==> src/rtl/line_clear_ctrl.sv <==
// line_clear_ctrl: sequential line-clear engine run after a brick is placed.
// Captures the board on start, scans rows bottom-to-top one per cycle,
// collapses each full row with a one-cycle shift, then reports the
// compacted board, the per-operation clear count and a running total.
//
// state | meaning
// ------+---------------------------------------------------------------
// IDLE  | waiting for start; outputs hold the last result
// SCAN  | test work row `row` for fullness
// SHIFT | drop every row above `row` by one, empty row enters at the top
// DONE  | one-cycle done pulse; results publish on the exiting edge

module line_clear_ctrl #(
    parameter int COLS   = 10,
    parameter int ROWS   = 20,
    parameter int CELL_W = 3,
    parameter int CNT_W  = 3,
    parameter int TOT_W  = 16
) (
    input  logic                          clk,
    input  logic                          rst,
    input  logic                          start,
    input  logic [ROWS*COLS*CELL_W-1:0]   board_in,
    output logic                          busy,
    output logic                          done,
    output logic [ROWS*COLS*CELL_W-1:0]   board_out,
    output logic [CNT_W-1:0]              num_cleared,
    output logic [TOT_W-1:0]              lines_total
);

    localparam int ROW_W   = COLS * CELL_W;
    localparam int BOARD_W = ROWS * ROW_W;
    localparam int RIDX_W  = (ROWS > 1) ? $clog2(ROWS) : 1;
    // k must count up to ROWS shifts exactly, independent of CNT_W saturation
    localparam int K_W     = $clog2(ROWS + 1);

    localparam logic [RIDX_W-1:0] ROW_LAST = RIDX_W'(ROWS - 1);
    localparam logic [CNT_W-1:0]  CNT_MAX  = '1;

    typedef enum logic [1:0] {
        S_IDLE  = 2'd0,
        S_SCAN  = 2'd1,
        S_SHIFT = 2'd2,
        S_DONE  = 2'd3
    } state_t;

    state_t               state_q;
    logic [BOARD_W-1:0]   work_q;
    logic [RIDX_W-1:0]    row_q;
    logic [CNT_W-1:0]     cnt_q;
    logic [K_W-1:0]       k_q;
    logic                 busy_q;
    logic                 done_q;
    logic [BOARD_W-1:0]   board_out_q;
    logic [CNT_W-1:0]     num_cleared_q;
    logic [TOT_W-1:0]     lines_total_q;

    logic [ROW_W-1:0]     row_bits;
    logic                 row_full;
    logic [BOARD_W-1:0]   work_shift_d;
    logic [CNT_W-1:0]     cnt_inc_d;

    // Full-row detect on the row currently pointed at by the scan index
    always_comb begin
        row_bits = work_q[int'(row_q) * ROW_W +: ROW_W];
        row_full = 1'b1;
        for (int c = 0; c < COLS; c++) begin
            if (row_bits[c * CELL_W +: CELL_W] == '0) begin
                row_full = 1'b0;
            end
        end
    end

    // Collapsed board: rows at and above the scan index move down one
    always_comb begin
        work_shift_d = work_q;
        for (int i = 0; i < ROWS - 1; i++) begin
            if (i >= int'(row_q)) begin
                work_shift_d[i * ROW_W +: ROW_W] = work_q[(i + 1) * ROW_W +: ROW_W];
            end
        end
        work_shift_d[(ROWS - 1) * ROW_W +: ROW_W] = '0;
    end

    // Reported count saturates; the true count lives in k_q
    always_comb begin
        cnt_inc_d = (cnt_q == CNT_MAX) ? cnt_q : cnt_q + 1'b1;
    end

    // Sequencer with registered busy/done and published results
    always_ff @(posedge clk) begin
        if (!rst) begin
            state_q       <= S_IDLE;
            work_q        <= '0;
            row_q         <= '0;
            cnt_q         <= '0;
            k_q           <= '0;
            busy_q        <= 1'b0;
            done_q        <= 1'b0;
            board_out_q   <= '0;
            num_cleared_q <= '0;
            lines_total_q <= '0;
        end else begin
            case (state_q)
                S_IDLE: begin
                    if (start) begin
                        work_q  <= board_in;
                        row_q   <= '0;
                        cnt_q   <= '0;
                        k_q     <= '0;
                        busy_q  <= 1'b1;
                        state_q <= S_SCAN;
                    end
                end
                S_SCAN: begin
                    if (row_full) begin
                        state_q <= S_SHIFT;
                    end else if (row_q == ROW_LAST) begin
                        done_q  <= 1'b1;
                        state_q <= S_DONE;
                    end else begin
                        row_q <= row_q + 1'b1;
                    end
                end
                S_SHIFT: begin
                    // row_q is kept so a full row falling into place is rescanned
                    work_q  <= work_shift_d;
                    cnt_q   <= cnt_inc_d;
                    k_q     <= k_q + 1'b1;
                    state_q <= S_SCAN;
                end
                S_DONE: begin
                    board_out_q   <= work_q;
                    num_cleared_q <= cnt_q;
                    lines_total_q <= lines_total_q + TOT_W'(k_q);
                    done_q        <= 1'b0;
                    busy_q        <= 1'b0;
                    state_q       <= S_IDLE;
                end
                default: begin
                    busy_q  <= 1'b0;
                    done_q  <= 1'b0;
                    state_q <= S_IDLE;
                end
            endcase
        end
    end

    assign busy        = busy_q;
    assign done        = done_q;
    assign board_out   = board_out_q;
    assign num_cleared = num_cleared_q;
    assign lines_total = lines_total_q;

endmodule

==> config.mk <==
export PLATFORM = sky130hd
export DESIGN_NAME = line_clear_ctrl
export DESIGN_NICKNAME = d
export VERILOG_FILES = /design/src/rtl/line_clear_ctrl.sv
export SDC_FILE = /design/constraint.sdc
export NUM_CORES = 2
export LEC_CHECK = 0
export BUFFER_PORTS_ARGS = -buffer_cell sky130_fd_sc_hd__buf_4
export CAP_MARGIN = 20
export CELL_PAD_IN_SITES_DETAIL_PLACEMENT = 0
export CELL_PAD_IN_SITES_GLOBAL_PLACEMENT = 1
export CORE_AREA = 8 8 469 471
export CTS_CLUSTER_DIAMETER = 30
export DETAILED_ROUTE_END_ITERATION = 10
export DIE_AREA = 0 0 477 479
export PLACE_DENSITY_LB_ADDON = 0.1
export SLEW_MARGIN = 20
export SYNTH_ARGS = -nofsm -noshare
export SYNTH_HDL_FRONTEND = slang
export SYNTH_SLANG_ARGS = --single-unit
==> constraint.sdc <==
create_clock -name clk -period 4.4 [get_ports clk]
set_input_delay 0.88 -clock clk [delete_from_list [all_inputs] [get_ports clk]]
set_output_delay 0.88 -clock clk [all_outputs]
set_load 0.05 [all_outputs]
==> impl_metrics.yaml <==
worst_setup_path:
  crit_required_ps: 5230
  slowest_stage: "nor4b_2"
  critPathBufInv: 2
  crit_path_start_kind: "register"
  crit_type: "reg2reg"
  critPathMaxFanout: 38
  crit_family: "compound AO/OA/AOI/OAI gates"
  endpoint_kind: "register"
  worstPathCellList: "buf_12, nor4b_2, o31ai_1, o41ai_1, buf_4, o41ai_1, o21ai_1, a2111oi_2, a31o_2, or4_1, a21oi_1"
  crit_path_frequent_cell: "o41ai_1"
  slowest_delay_ps: 810
  arrival_ps: 4960
die:
  die-height_um: 479
  io_pins: 1224
  die-area_sq_mm: 0.2285
  initial_core_util: 0.2500
  die_x_um: 477
  row_count: 170
  coreArea_sq_mm: 0.2129
placed_design:
  place_area_sq_mm: 0.06551
  dp.cells: 10180
  gp_congestion: 0.8668
  hpwl_um: 248800
  post-place-ws_ps: 305.5
  portBuffers: 1223
finish:
  seq_area_sq_mm: 0.02476
  stdcell_count: 10950
  design_area_sq_mm: 0.07920
  nFillCells: 22310
  mostFrequentLayoutCells: "nand2_1 (2,379), buf_4 (1,328), dfxtp_1 (1,233)"
  synthToLayoutAreaGrowth_pct: 48.76
  final_common_cell: "nand2_1"
  drive_above_1_share: 0.2579
  multiInputGateArea_sq_mm: 0.02652
  fin_nets: 8376
global_route:
  antenna_found_initial: 66
  grt_max_degree: 190
  grt_pass1_wl_um: 452700
  grt_use_total: 0.2751
  grt.overflow.total: 0
  grt_pass1_vias: 55340
status:
  status: "complete, no violations"
power_and_ir_drop:
  pwr-share-comb: 0.065
  switching_share: 0.2459
  cellLeakagePower_uw: 0.03687
  peakVddDrop_mv: 0.4120
  p_sw_uw: 10850
  p_int_uw: 33280
  seqPwrFrac: 0.289
  power.density_mw_per_mm2: 557.2
  pwr-share-clk: 0.645
timing:
  final_hold_viol_count: 0
  fin_setup_tns_ps: 0
  finalClockSkew_ps: 78.36
  worst_slew_pin_slew_ps: 1413
  maxSlewHeadroom: 0.05827
  max_freq_mhz: 242.2
  finalCriticalPeriod_ps: 4128
  fin_crit_sh: 0.9382
  setup_viol: 0
  finalHoldWorstSlack_ps: 215.5
  worst_slack_ps: 271.8
  drv_slew: 0
  rsz0062_at_grt: "no"
min_path:
  hp-class: "in2reg"
synthesis:
  yosysSeqAreaShare: 0.4648
  ys_warn_count: 0
  ys_types: 68
  yosys-top-cells-area: "dfxtp_1 (46%), nand2_1 (17%), o211a_1 (11%)"
  syn_inst: 6551
  synth-seq-cells: 1236
  synth_edf_count: 0
  syn_area_sq_mm: 0.05324
  yosys.area.top_type: "dfxtp_1"
  synth_top_area_frac: 0.4648
  synthArstFlopShare: 0
  syn-num-nets: 7166
  synthFlopType: "dfxtp_1"
  syn_avg_cell_area_sq_um: 8.127
clock_network:
  clockBufferDepth: 4
  cts_buffers: 413
  cts_tree: "built"
  cts_resized: 0
  clock-root-buffer: "clkbuf_16"
  postCtsHoldBufs: 0
  post_cts_buffers: 0
  htree_levels: 5
  worst_skew_pair.late_latency_ps: 960
  clk_pin_slew_ps: 40
  clkSinkCount: 1236
drt:
  vias_per_cell: 5.024
  drt_pass1_iterations: 5
  drtIter0Drc: 4584
  vias: 55020
  wl_um: 332400
  drc: 0
  routedWlPerCell_um: 30.35
  ant_nets: 0
flow_run:
  cap_violations: 0
state kept, by name, summed over array words and instances (netlist names):
signal       count
cnt_q            3
work_q         600
board_out      600
lines_total     16
busy             1
done             1
state_q          2
row_q            5
k_q              5
num_cleared      3
routing by layer:
metal | GRT usage | up-vias | part of all wire
met3 | 0.07248 | 538 | 0.070
met5 | 0 | - | 0.00054
met2 | 0.4292 | 2082 | 0.45
met4 | 0.1088 | 28 | 0.040
met1 | 0.3625 | 27200 | 0.44
li1 | - | 25180 | -
cell type report:
cell class              count  area share
diodes                     30   0.0009479
clock buffers             611      0.1549
clock inverters           128     0.01700
inverters                   9   0.0004266
multi-input cells        4738      0.3349
flip-flops and latches   1236      0.3126
well taps                2838     0.04484
repair buffers           1363      0.1345
worst reg2reg max path: stages (launching register included):
cell and delay (ps):
dfxtp_4 760, buf_12 360, nor4b_2 830, o31ai_1 170, o41ai_1 600, buf_4 220
o41ai_1 70, o21ai_1 110, a2111oi_2 90, a31o_2 270, or4_1 420, a21oi_1 150
per-stage QoR:
| step | utilization | total power (uW) |
|---|---|---|
| after floorplan | - | 13740 |
| after global placement | 0.3072 | 15800 |
| after detailed placement | 0.3077 | 15810 |
| after CTS | 0.3716 | 44480 |
| after global routing | 0.3718 | 45390 |
| final | 0.3720 | 44130 |
worst paths after layout:
kind | start | to | slack (ps) | cells past startpoint
setup / recovery | row_q[0] | row_q[4] | 270 | 11
hold / removal | board_in[596] | work_q[596] | 220 | 3
setup reg to reg | row_q[0] | row_q[4] | 270 | 11
hold reg to reg | board_out[347] | board_out[347] | 460 | 2
synth_stat cells (all sizes together), types with 9 or more instances:
library cell / instances
nor3: 92
nand3: 581
clkbuf: 515
nor2: 42
a21boi: 611
a211oi: 18
or3: 9
nor4b: 54
nand2: 2385
a21oi: 38
a22oi: 34
o211a: 571
o21ai: 29
nor2b: 40
dfxtp: 1236
nor4: 84
or4: 10
ha: 11
and2: 14
buf: 53
mux4: 9
power by group through the flow:
| stage | sequential [uW] | clock (uW) | combinational [uW] |
|---|---|---|---|
| final | 12800 | 28500 | 2880 |
| after global routing | 12800 | 29500 | 3070 |
| after CTS | 12700 | 28800 | 2900 |
| after detailed placement | 12900 | 0 | 2890 |
| after global placement | 12900 | 0 | 2870 |
| after floorplan | 12300 | 0 | 1450 |
logic make-up (layout without fill, tap and decap cells):
family,count (synthesis),count (layout),share of synthesized area
other,0,30,0
AO/OA/AOI/OAI,1361,1361,0.2170
XOR/XNOR,9,9,0.001481
buffers and inverters,577,2111,0.04251
multiplexers,18,18,0.005593
AND/OR/NAND/NOR,3338,3338,0.2657
flip-flops,1236,1236,0.4648
adder cells (fa/ha/maj),12,12,0.002961
Note: power is estimated with default switching activity, not from simulation.
